[src/rtl/ttt_pkg.sv]
// Shared cell codes, FSM states, ASCII command/response bytes and win-line table
// for the tic-tac-toe board controller.
package ttt_pkg;

  typedef enum logic [1:0] {
    EMPTY  = 2'b00,
    MARK_X = 2'b01,
    MARK_O = 2'b10
  } cell_t;

  typedef enum logic [2:0] {
    ST_IDLE  = 3'd0,
    ST_APPLY = 3'd1,
    ST_CHECK = 3'd2,
    ST_RESP  = 3'd3,
    ST_OVER  = 3'd4
  } state_t;

  localparam logic [7:0] CMD_DIGIT_1    = 8'h31;  // '1'
  localparam logic [7:0] CMD_DIGIT_9    = 8'h39;  // '9'
  localparam logic [7:0] CMD_RESTART    = 8'h52;  // 'R'
  localparam logic [7:0] CMD_RESTART_LC = 8'h72;  // 'r'

  localparam logic [7:0] RSP_OK      = 8'h4B;  // 'K'
  localparam logic [7:0] RSP_ERR     = 8'h45;  // 'E'
  localparam logic [7:0] RSP_WIN_X   = 8'h58;  // 'X'
  localparam logic [7:0] RSP_WIN_O   = 8'h4F;  // 'O'
  localparam logic [7:0] RSP_DRAW    = 8'h44;  // 'D'
  localparam logic [7:0] RSP_RESTART = 8'h52;  // 'R'

  localparam int NUM_CELLS = 9;
  localparam int NUM_LINES = 8;

  // Rows, columns, then the two diagonals; cell index = row*3+col.
  localparam logic [3:0] WIN_LINES [NUM_LINES][3] = '{
    '{4'd0, 4'd1, 4'd2},
    '{4'd3, 4'd4, 4'd5},
    '{4'd6, 4'd7, 4'd8},
    '{4'd0, 4'd3, 4'd6},
    '{4'd1, 4'd4, 4'd7},
    '{4'd2, 4'd5, 4'd8},
    '{4'd0, 4'd4, 4'd8},
    '{4'd2, 4'd4, 4'd6}
  };

  function automatic logic [1:0] cell_of(input logic [17:0] b, input logic [3:0] idx);
    logic [1:0] c;
    c = EMPTY;
    for (int i = 0; i < NUM_CELLS; i++) begin
      if (idx == 4'(i)) c = b[2*i +: 2];
    end
    return c;
  endfunction

endpackage

[src/rtl/ttt_win_check.sv]
// Combinational three-in-a-row detector over the packed 18-bit board.
module ttt_win_check
  import ttt_pkg::*;
(
  input  logic [17:0] board,
  output logic        win_x,
  output logic        win_o
);

  always_comb begin
    win_x = 1'b0;
    win_o = 1'b0;
    for (int l = 0; l < NUM_LINES; l++) begin
      if (cell_of(board, WIN_LINES[l][0]) == MARK_X &&
          cell_of(board, WIN_LINES[l][1]) == MARK_X &&
          cell_of(board, WIN_LINES[l][2]) == MARK_X) win_x = 1'b1;
      if (cell_of(board, WIN_LINES[l][0]) == MARK_O &&
          cell_of(board, WIN_LINES[l][1]) == MARK_O &&
          cell_of(board, WIN_LINES[l][2]) == MARK_O) win_o = 1'b1;
    end
  end

endmodule

[src/rtl/ttt_board_ctrl.sv]
// Tic-tac-toe controller driven by UART command bytes; board at N+1, result at N+2.
// TTT_ECHO_EN adds the response byte path (RESP state holds tx until tx_ready).
module ttt_board_ctrl
  import ttt_pkg::*;
#(
  parameter logic [1:0] START_PLAYER = 2'b01
) (
  input  logic        clk,
  input  logic        reset,
  input  logic        rx_valid,
  input  logic [7:0]  rx_data,
  output logic        rx_ready,
  output logic [17:0] board,
  output logic [1:0]  turn,
  output logic        game_over,
  output logic [1:0]  winner,
  output logic        tx_valid,
  output logic [7:0]  tx_data,
  input  logic        tx_ready
);

`ifdef TTT_ECHO_EN
  localparam state_t ST_AFTER_RESTART = ST_RESP;
`else
  localparam state_t ST_AFTER_RESTART = ST_IDLE;
`endif

  state_t      state_q, state_d;
  logic [17:0] board_q, board_d;
  logic [1:0]  turn_q, turn_d;
  logic [3:0]  moves_q, moves_d;
  logic        game_over_q, game_over_d;
  logic [1:0]  winner_q, winner_d;
  logic [3:0]  cell_idx_q, cell_idx_d;
  logic        legal_q, legal_d;
`ifdef TTT_ECHO_EN
  logic [7:0]  resp_q, resp_d;
`else
  logic        unused_tx_ready;
  assign unused_tx_ready = tx_ready;
`endif

  logic win_x, win_o;
  logic rx_fire, is_digit, is_restart, mover_wins, is_draw;

  ttt_win_check u_win_check (
    .board (board_q),
    .win_x (win_x),
    .win_o (win_o)
  );

  assign rx_fire    = rx_valid && rx_ready;
  assign is_digit   = (rx_data >= CMD_DIGIT_1) && (rx_data <= CMD_DIGIT_9);
  assign is_restart = (rx_data == CMD_RESTART) || (rx_data == CMD_RESTART_LC);
  // Only a legal move can complete a line; win outranks draw on the ninth move.
  assign mover_wins = legal_q && (((turn_q == MARK_X) && win_x) || ((turn_q == MARK_O) && win_o));
  assign is_draw    = legal_q && !mover_wins && (moves_q == 4'd9);

  always_ff @(posedge clk) begin
    if (reset) state_q <= ST_IDLE;
    else       state_q <= state_d;
  end

  always_comb begin
    state_d = state_q;
    case (state_q)
      ST_IDLE: begin
        if (rx_fire && is_digit)        state_d = ST_APPLY;
        else if (rx_fire && is_restart) state_d = ST_AFTER_RESTART;
      end
      ST_APPLY: state_d = ST_CHECK;
      ST_CHECK: begin
`ifdef TTT_ECHO_EN
        state_d = ST_RESP;
`else
        state_d = (mover_wins || is_draw) ? ST_OVER : ST_IDLE;
`endif
      end
`ifdef TTT_ECHO_EN
      ST_RESP: if (tx_ready) state_d = game_over_q ? ST_OVER : ST_IDLE;
`endif
      ST_OVER: if (rx_fire && is_restart) state_d = ST_AFTER_RESTART;
      default: state_d = ST_IDLE;
    endcase
  end

  always_comb begin
    rx_ready = (state_q == ST_IDLE) || (state_q == ST_OVER);
`ifdef TTT_ECHO_EN
    tx_valid = (state_q == ST_RESP);
    tx_data  = resp_q;
`else
    tx_valid = 1'b0;
    tx_data  = 8'h00;
`endif
  end

  always_comb begin
    board_d     = board_q;
    turn_d      = turn_q;
    moves_d     = moves_q;
    game_over_d = game_over_q;
    winner_d    = winner_q;
    cell_idx_d  = cell_idx_q;
    legal_d     = legal_q;
`ifdef TTT_ECHO_EN
    resp_d      = resp_q;
`endif
    case (state_q)
      ST_IDLE, ST_OVER: begin
        if (rx_fire && is_restart) begin
          board_d     = '0;
          turn_d      = START_PLAYER;
          moves_d     = '0;
          game_over_d = 1'b0;
          winner_d    = EMPTY;
`ifdef TTT_ECHO_EN
          resp_d      = RSP_RESTART;
`endif
        end else if (rx_fire && is_digit && (state_q == ST_IDLE)) begin
          // '1'..'9' carry the cell number in the low nibble.
          cell_idx_d = rx_data[3:0] - 4'd1;
        end
      end
      ST_APPLY: begin
        legal_d = (cell_of(board_q, cell_idx_q) == EMPTY);
        if (legal_d) begin
          for (int i = 0; i < NUM_CELLS; i++) begin
            if (cell_idx_q == 4'(i)) board_d[2*i +: 2] = turn_q;
          end
          moves_d = moves_q + 4'd1;
        end
      end
      ST_CHECK: begin
        if (mover_wins) begin
          game_over_d = 1'b1;
          winner_d    = turn_q;
`ifdef TTT_ECHO_EN
          resp_d      = (turn_q == MARK_X) ? RSP_WIN_X : RSP_WIN_O;
`endif
        end else if (is_draw) begin
          game_over_d = 1'b1;
          winner_d    = EMPTY;
`ifdef TTT_ECHO_EN
          resp_d      = RSP_DRAW;
`endif
        end else if (legal_q) begin
          turn_d = (turn_q == MARK_X) ? MARK_O : MARK_X;
`ifdef TTT_ECHO_EN
          resp_d = RSP_OK;
`endif
        end else begin
`ifdef TTT_ECHO_EN
          resp_d = RSP_ERR;
`endif
        end
      end
      default: ;
    endcase
  end

  always_ff @(posedge clk) begin
    if (reset) begin
      board_q     <= '0;
      turn_q      <= START_PLAYER;
      moves_q     <= '0;
      game_over_q <= 1'b0;
      winner_q    <= EMPTY;
      cell_idx_q  <= '0;
      legal_q     <= 1'b0;
`ifdef TTT_ECHO_EN
      resp_q      <= 8'h00;
`endif
    end else begin
      board_q     <= board_d;
      turn_q      <= turn_d;
      moves_q     <= moves_d;
      game_over_q <= game_over_d;
      winner_q    <= winner_d;
      cell_idx_q  <= cell_idx_d;
      legal_q     <= legal_d;
`ifdef TTT_ECHO_EN
      resp_q      <= resp_d;
`endif
    end
  end

  assign board     = board_q;
  assign turn      = turn_q;
  assign game_over = game_over_q;
  assign winner    = winner_q;

endmodule

[config.mk]
export PLATFORM = sky130hd
export DESIGN_NAME = ttt_board_ctrl
export DESIGN_NICKNAME = d
export VERILOG_FILES = /design/src/rtl/ttt_pkg.sv /design/src/rtl/ttt_win_check.sv /design/src/rtl/ttt_board_ctrl.sv
export SDC_FILE = /design/constraint.sdc
export NUM_CORES = 1
export LEC_CHECK = 0
export CORE_MARGIN = 2
export CORE_UTILIZATION = 42
export CTS_CLUSTER_DIAMETER = 30
export CTS_CLUSTER_SIZE = 20
export DETAILED_ROUTE_END_ITERATION = 8
export HOLD_SLACK_MARGIN = 0.02
export PLACE_DENSITY = 0.77
export SYNTH_ARGS = -nofsm -noshare
export SYNTH_HDL_FRONTEND = slang
export SYNTH_SLANG_ARGS = --single-unit
[constraint.sdc]
create_clock -name clk -period 3.11 [get_ports clk]
set_input_delay 0.622 -clock clk [delete_from_list [all_inputs] [get_ports clk]]
set_output_delay 0.622 -clock clk [all_outputs]
set_load 0.01 [all_outputs]
* Word level (Yosys, flattened, before mapping)
Index checks and enable logic that the tools add are counted.
** Storage, ports and cells
- Flip-flop bits (word level) :: 35
- Bits of input ports :: 12
** Operators by class
- $add $sub $neg :: 2
- Order comparisons :: 2
- Equality and inequality tests :: 49
- Muxes and demuxes :: 59
- Bitwise operators :: 1
- Reductions and logical operators :: 66
** Operators by type and width (number)
- 2-to-1 mux 2 bit :: 27
- logical AND 1 bit :: 42
- 2-to-1 mux 18 bit :: 2
- case mux 18 bit (2 select lines) :: 1
- AND reduction 4 bit :: 9
- != test 2 bit (second input constant) :: 14
- == test 2 x 1 -> 1 bit (second input constant) :: 10
- == test 2 bit (second input constant) :: 10
- 2-to-1 mux 1 bit :: 19
- == test 4 x 3 -> 1 bit (second input constant) :: 4
- == test 8 x 7 -> 1 bit (second input constant) :: 2
- case mux 3 bit (4 select lines) :: 1
- 2-to-1 mux 3 bit :: 3
- AND reduction 3 bit :: 3
- == test 4 x 2 -> 1 bit (second input constant) :: 2
- == test 4 bit (second input constant) :: 2
- greater-or-equal comparator 8 x 6 -> 1 bit (second input constant) :: 1
- <= comparator 8 x 6 -> 1 bit (second input constant) :: 1
- 2-to-1 mux 4 bit :: 2
- case mux 2 bit (2 select lines) :: 2
- case mux 4 bit (2 select lines) :: 1
- AND reduction 5 bit :: 1
- adder 4 x 1 -> 4 bit (second input constant) :: 1
- == test 4 x 1 -> 1 bit (second input constant) :: 1
- 14 further kinds :: 18

* Depth between registers and ports, before layout
- Depth after elaboration :: 20
- Gate-level depth with buffers :: 9
- Gate-level depth less buffers :: 8

* Modules after synthesis
From an unflattened synthesis, not the netlist that was laid out.
** Second synthesis, totals
- Cells, all modules :: 259
- Area, all modules :: 2314.7 um^2
** Modules (own cells, without submodules)
- ttt_board_ctrl :: instances 1, cells an instance 225, area an instance 2009.4 um^2
- ttt_win_check :: instances 1, cells an instance 34, area an instance 305.3 um^2

* Least setup slack after synthesis
Ideal clock, no wire load.
- Kind :: input port to flip-flop
- From :: in rx_data[0]
- To :: reg board_q[0], in the netlist board[0]
- Library setup time :: 117 ps
- Data arrival time :: 1993 ps
- Setup slack :: 1000 ps
- Stages :: 7
- Buffers on the path :: 0
- Path through :: inv_1 > ha_1 > a41oi_1 > a21oi_1 > o21ai_2 > and4bb_1 > a22o_1
** Between the ends
- Cells in the longest elaborated chain, start to end :: 5
** Ends and longest elaborated chain
- start, declared :: line ttt_board_ctrl.sv:11 : input logic [7:0] rx_data,
- == test 8 x 7 -> 1 bit :: line ttt_board_ctrl.sv:54 : assign is_restart = (rx_data == CMD_RESTART) || (rx_data == CMD_RESTART_LC);
- logical OR 1 bit (*) :: line ttt_board_ctrl.sv:54
- logical AND 1 bit (*) :: line ttt_board_ctrl.sv:111 : if (rx_fire && is_restart) begin
- != test 2 bit (no source line) (*)
- AND reduction 4 bit (no source line) (*)
- end signal, assigned :: line ttt_board_ctrl.sv:175 : board_q <= board_d;
- end, declared :: line ttt_board_ctrl.sv:29 : logic [17:0] board_q, board_d;
Mark *: on every way between the ends. The rest lies on a longest branch, timed or not.
A chain may end at the register's enable or synchronous reset.

* Final worst setup path
- From :: reg cell_idx_q[1]
- To :: reg board_q[12], in the netlist board[12]
** Between the ends
- Cells in the longest elaborated chain, start to end :: 14
** Ends and longest elaborated chain
- start, declared :: line ttt_board_ctrl.sv:34 : logic [3:0] cell_idx_q, cell_idx_d;
- start signal, assigned :: line ttt_board_ctrl.sv:180 : cell_idx_q <= cell_idx_d;
- zero test 4 bit :: line ttt_pkg.sv:50 : if (idx == 4'(i)) c = b[2*i +: 2];
- 2-to-1 mux 2 bit (9 in a row) :: line ttt_pkg.sv:50
- 2-to-1 mux 2 bit :: line ttt_board_ctrl.sv:109 : case (state_q)
- zero test 2 bit :: line ttt_board_ctrl.sv:126 : legal_d = (cell_of(board_q, cell_idx_q) == EMPTY);
- != test 2 bit (no source line)
- AND reduction 4 bit (no source line) (*)
Mark *: on every way between the ends. The rest lies on a longest branch, timed or not. The select of a mux whose other input is x is not followed.

==> run summary <==
FINAL LAYOUT
-------------------------------------------------------------------------------------
Number of inserted filler cells in the final layout                               504
Most frequent standard cell in the layout excluding fill and tap cells        dfxtp_1
Post-layout net count                                                             303
Area added between synthesis and finish                                         19.7%
Final core occ                                                                  0.517
Most used cells in the layout excluding fill and tap cells               35 x dfxtp_1, 34 x clkdlybuf4s50_1, 22 x inv_1, 15 x nor2_1
ANT cells                                                                           0
Fraction of layout cells with a size suffix above 1                             0.150
Area of all placed cells without fillers                                  0.00281 mm²

CLOCK TREE
-------------------------------------------------------------------------------------
Bufs on Longest Clock Path                                                          2
Reg clk slew, reported paths                                                    80 ps
Number of instances resized during post-cts repair                                  0
Cts bufs inserted                                                                   5
# hold bufs at CTS                                                                  0
Maximum level of the CTS H-tree                                                     2
Clock sink count                                                                   35
Source-to-sink clock delay at the later pin of the worst-skew pair             290 ps
CTS tree                                                                          yes
Post-CTS setup buffer count                                                         0
Cell chosen for the clock root                                               clkbuf_8

RUN
-------------------------------------------------------------------------------------
Reported max-cap violation count                                                    0

LOGIC SYNTHESIS
-------------------------------------------------------------------------------------
Synthesized area per cell                                                    9.32 µm²
Cells after Synth                                                                 252
Count of unique library cells instantiated by Yosys                                57
Async set-or-reset flop fraction in the synthesized netlist                         0
Dominant register cell in the synthesized netlist                             dfxtp_1
Post-synthesis register bit count                                                  35
Synth Warn #                                                                        0
Fraction of the yosys area taken by sequential cells                            0.298
Synthesized cell area                                                     0.00235 mm²
Count of flip-flops with a built-in enable after synthesis                          0

STA
-------------------------------------------------------------------------------------
FMAX                                                                          387 MHz
Shortest period the worst path allows                                         2590 ps
Relative max-transition margin                                                  0.579
Worst Clk Skew                                                                11.0 ps
Actual transition at the worst max-transition pin                              630 ps
Final Hold Violating Endpoints                                                      0
Unrepaired setup endpoints after global routing                                 false
Setup-violating endpoint count in the final report                                  0
Pins Over Slew Limit                                                                0
Aggregate negative setup slack                                                   0 ps
Share of the clock period used by the worst path                                0.832
Slack of the critical path                                                     523 ps

DETAILED ROUTING
-------------------------------------------------------------------------------------
Post-route DRC violation count                                                      0
Total wire length                                                             5900 µm
Via count of the routed design                                                  2,124
Per-cell via count in the routed design                                          5.93
Number of iterations in the first detailed-routing pass                             4
Routed wire per std cell                                                      16.5 µm
Starting DRT DRC Count                                                            146
Remaining antenna violation count after routing                                     0

WORST SETUP PATH
-------------------------------------------------------------------------------------
Crit path top cell by count                                                  a221oi_2
Crit-path cells                                                          or2_1, mux2i_1, a221oi_2, o21a_1, o211ai_2, a221oi_2
Largest stage delay on the critical path                                       700 ps
Worst path arrival time                                                       2790 ps
Gate family responsible for the most delay along the worst path          compound AO/OA/AOI/OAI gates
Maximum fanout count along the critical path                                       16
CP max-delay cell                                                             dfxtp_1
Kind of critical path                                                         reg2reg
Crit end category                                                           flip-flop
Buffers and inverters on the worst path                                             0
WP data required                                                              3310 ps
Critical path launch point type                                             flip-flop

WORST HOLD PATH
-------------------------------------------------------------------------------------
Class of the worst hold path                                                  reg2reg

GRT
-------------------------------------------------------------------------------------
Overflow left after global routing                                                  0
Via count of the first global-routing pass                                      1,999
Antenna violations before repair                                                    0
Global-route wire length before repair                                        9800 µm
Largest net degree at the start of global routing                                  19
GRT Util Overall                                                                0.199

POWER AND IR DROP
-------------------------------------------------------------------------------------
Static leakage                                                            0.000843 µW
Peak supply drop                                                             0.269 mV
Total power divided by cell area                                           315 mW/mm²

PLACEMENT
-------------------------------------------------------------------------------------
Routability cong.                                                               0.950
Worst slack after detailed placement                                           328 ps
Number of buffers added on ports                                                   34
Cell Area, Placed                                                         0.00273 mm²
Half-perimeter wire length after placement                                    4480 µm

FLOORPLANNING
-------------------------------------------------------------------------------------
Number of top-level pins                                                           45
Row cnt                                                                            27
Die boundary height                                                           78.8 µm
Die width                                                                     78.8 µm
Core box area                                                             0.00544 mm²
Total die area                                                            0.00621 mm²
Starting density of the core                                                    0.432

OUTCOME
-------------------------------------------------------------------------------------
Run status                                                               finished, final reports clean

[flip-flops by register name, summed over array words and instances, names as in the netlist]
name        count
legal_q         1
state_q         3
moves_q         4
turn            2
game_over       1
board          18
winner          2
cell_idx_q      4
[through the flow]
step                      power (µW)  hold WS, ps  instances
after global routing             914          485        358
after CTS                        884          461        358
final                            886          455        358
after global placement           552          446        351
after floorplan                  527          481        260
after detailed placement         554          450        351
[worst min-delay path, cell delays in order, from the launching register on]
cell and delay [ps]:
dfxtp_1 310, nand2_1 50, a21oi_1 50
[cell type report]
type,count,area [µm²],share of cell area
clock buffer,6,82.6,0.0294
sequential,35,701,0.249
timing repair buffer,40,385,0.137
inverter,24,90.1,0.0320
tap,72,90.1,0.0320
clock inverter,1,5.00,0.00178
multi-input combinational,180,1460,0.519
[kinds of logic after synthesis]
group / count (synthesis) / share of synthesized area
compound gates: 82 / 0.331
simple gates: 77 / 0.219
buf+inv: 45 / 0.0937
flops: 35 / 0.298
fa+ha+maj: 5 / 0.0266
mux: 5 / 0.0218
xor+xnor: 2 / 0.00746
other cells: 1 / 0.00160
[synth_stat cells (3+ instances only)]
cell type  instances  share of area
a211oi_1           7          0.022
a21oi_1            8          0.017
a221oi_1           7          0.026
a221oi_2          10          0.064
a41o_1             4          0.017
buf_4             11          0.035
clkbuf_1           7          0.011
dfxtp_1           35           0.30
ha_1               5          0.027
inv_1             22          0.035
mux2i_1            4          0.017
nand2_1           10          0.016
nand2b_1           4          0.011
nand3_1            5          0.011
nand3b_1           3         0.0096
nor2_1            15          0.024
nor3_1             4         0.0085
nor4_1             3         0.0080
nor4bb_1           8          0.034
o211ai_1           8          0.026
o211ai_2           8          0.043
o21ai_0            9          0.019
or4bb_1            8          0.038
[per-layer routing]
layer  vias up  track usage  routed length (µm)
met2        68        0.315                2760
met1      1020        0.274                2760
met4         0       0.0614                  75
li1       1027            -                   -
met5         -            0                   0
met3         9       0.0375                 306
[final timing paths]
path              slack [ps]         to  cells past startpoint     startpoint
hold reg to reg          460  game_over                      2      game_over
setup / recovery         520  board[12]                      6  cell_idx_q[1]
hold / removal           460  game_over                      2      game_over
setup reg to reg         520  board[12]                      6  cell_idx_q[1]
[power breakdown]
group | total (µW) | switching, µW | internal [µW] | leakage, µW
clock network | 341 | 167 | 174 | 0.0000470
logic | 82.9 | 45.4 | 37.5 | 0.000513
registers | 461 | 8.83 | 452 | 0.000282
Power figures use the tool's default switching activity.
==> patch (same flow settings) <==
`NUM_CELLS`: 9 -> 18.
--- a/src/rtl/ttt_pkg.sv
+++ b/src/rtl/ttt_pkg.sv
@@ -28,7 +28,7 @@
   localparam logic [7:0] RSP_DRAW    = 8'h44;  // 'D'
   localparam logic [7:0] RSP_RESTART = 8'h52;  // 'R'
 
-  localparam int NUM_CELLS = 9;
+  localparam int NUM_CELLS = 18;
   localparam int NUM_LINES = 8;
 
   // Rows, columns, then the two diagonals; cell index = row*3+col.
Behaviour: not the same (a bounded check fails within 4 cycles, from zero or initial values and one cycle with reset high).
==> patch against the original RTL <==
  * Design area shrank 16%
  * Sequential cell count unchanged
  * Largest power group unchanged
  * Largest cell class unchanged
  * Count of clock-buffer cells in the layout up 1
  * Area after synthesis is 17% lower
  * Die area is 16% lower
  * Power down 7.1%
  * Worst setup slack gained 0.12 ns
  * Wire length down 18%
==> patch: results <==
group,metric,value,unit
run_status,status,"finished clean",
global_route,grt_usage,0.193,
layout,diodes,0,
global_route,use_met2,0.297,
placement,place_area,0.00229,mm^2
placement,gp_congestion,0.986,
routing,routed.top_layer,"met4",
global_route,antenna_found_initial,0,
global_route,grt_first_pass_wirelength,7800,um
global_route,grt_use_met1,0.266,
routing,met3_length,367,um
synthesis,synth-compound-area-share,0.211,
placement,portBuffers,34,
clock_network,clk_pin_slew,0.07,ns
layout,num-fill-cells,417,
sta,tns,0,ns
global_route,use_met3,0.0444,
synthesis,yosys_warnings,0,
worst_setup_path,crit_slowest_cell,"clkdlybuf4s50_1",
routing,wl_met2,2180,um
global_route,grt_max_degree,14,
routing,avgViaCountPerCell,5.67,
synthesis,synth_common_cells,"35 x dfxtp_1, 34 x nor2_1, 19 x inv_1, 17 x a21oi_1, 15 x o22ai_1",
synthesis,synth_xor_xnor_area_share,0.00897,
synthesis,synth_mux_area_frac,0.00513,
power,vdd_drop_max,0.197,mV
worst_setup_path,crit_path_max_incr_delay,0.46,ns
layout,drive_above_1_share,0.0722,
routing,drtIter0Drc,170,
clock_network,htreeDepth,2,
power,leakagePower,0.000765,uW
layout,nets,293,
placement,hpwlAfterDp,3510,um
worst_setup_path,crit_fanout,8,
clock_network,clock_latency,0.29,ns
synthesis,yosys-top-cells-area,"dfxtp_1 36%, nor2_1 6.5%, o22ai_1 4.8%",
global_route,grt_pass1_vias,1601,
worst_setup_path,ff2ff_setup_slack,0.75,ns
sta,fin_worst_skew,0.00483,ns
clock_network,clk_path_buf_depth,2,
routing,dr.pass1.iters,4,
clock_network,numCtsBuffers,5,
synthesis,async_flop_share,0,
synthesis,synth-seq-area-share,0.359,
clock_network,cts_resized,0,
hold_path,hold_class,"reg -> reg",
synthesis,synthAdderAreaFrac,0.0321,
power,p_sw,193,uW
synthesis,synth-edff-count,0,
routing,routed_wl,4820,um
routing,m1WireLength,2210,um
synthesis,synthDistinctLibCells,49,
-- patch: power by group through the flow --
stage	clock, uW	combinational, uW	sequential (uW)
2_1_floorplan	0	38.8	460
3_3_place_gp	0	50.7	461
3_5_place_dp	0	51.6	461
4_1_cts	325	51.8	451
5_1_grt	345	58.2	451
6_report	320	51.9	451
-- patch: cell families after synthesis --
family	Yosys count
other	1
muxes	1
DFF	35
AOI/OAI and AO/OA	64
xor gates and xnor gates	2
and+or+nand+nor	96
buffers and inverters	38
adders and majority gates	5
-- patch: path summary, 6_finish.rpt --
path / start / endpoint / depth (start not counted)
setup reg to reg: cell_idx_q[0] / board[6] / 6
hold / removal: game_over / game_over / 2
setup / recovery: rx_data[0] / board[6] / 8
hold reg to reg: game_over / game_over / 2
-- patch: through the flow --
stage / worst slack (ns) / hold slack (ns) / std cells / util
2_1_floorplan: 1.01 / 0.436 / 250 / -
3_3_place_gp: 0.413 / 0.447 / 321 / 0.520
3_5_place_dp: 0.348 / 0.454 / 321 / 0.520
4_1_cts: 0.651 / 0.464 / 329 / 0.538
5_1_grt: 0.489 / 0.487 / 329 / 0.538
6_report: 0.645 / 0.462 / 329 / 0.538
-- patch: worst max-delay path, delay by kind of cell --
family | cells | cell delay [ns]
simple gates | 3 | 0.88
compound gates | 2 | 0.40
buf+inv | 2 | 0.57
fa+ha+maj | 1 | 0.15
-- patch: cell type report --
class,count,area [um^2],area share
Multi-Input combinational cell,177,1090,0.457
Inverter,19,71.3,0.0300
Timing Repair Buffer,38,370,0.156
Clock buffer,7,76.3,0.0321
Tap cell,52,65.1,0.0274
Sequential cell,35,701,0.295
Clock inverter,1,5.00,0.00211
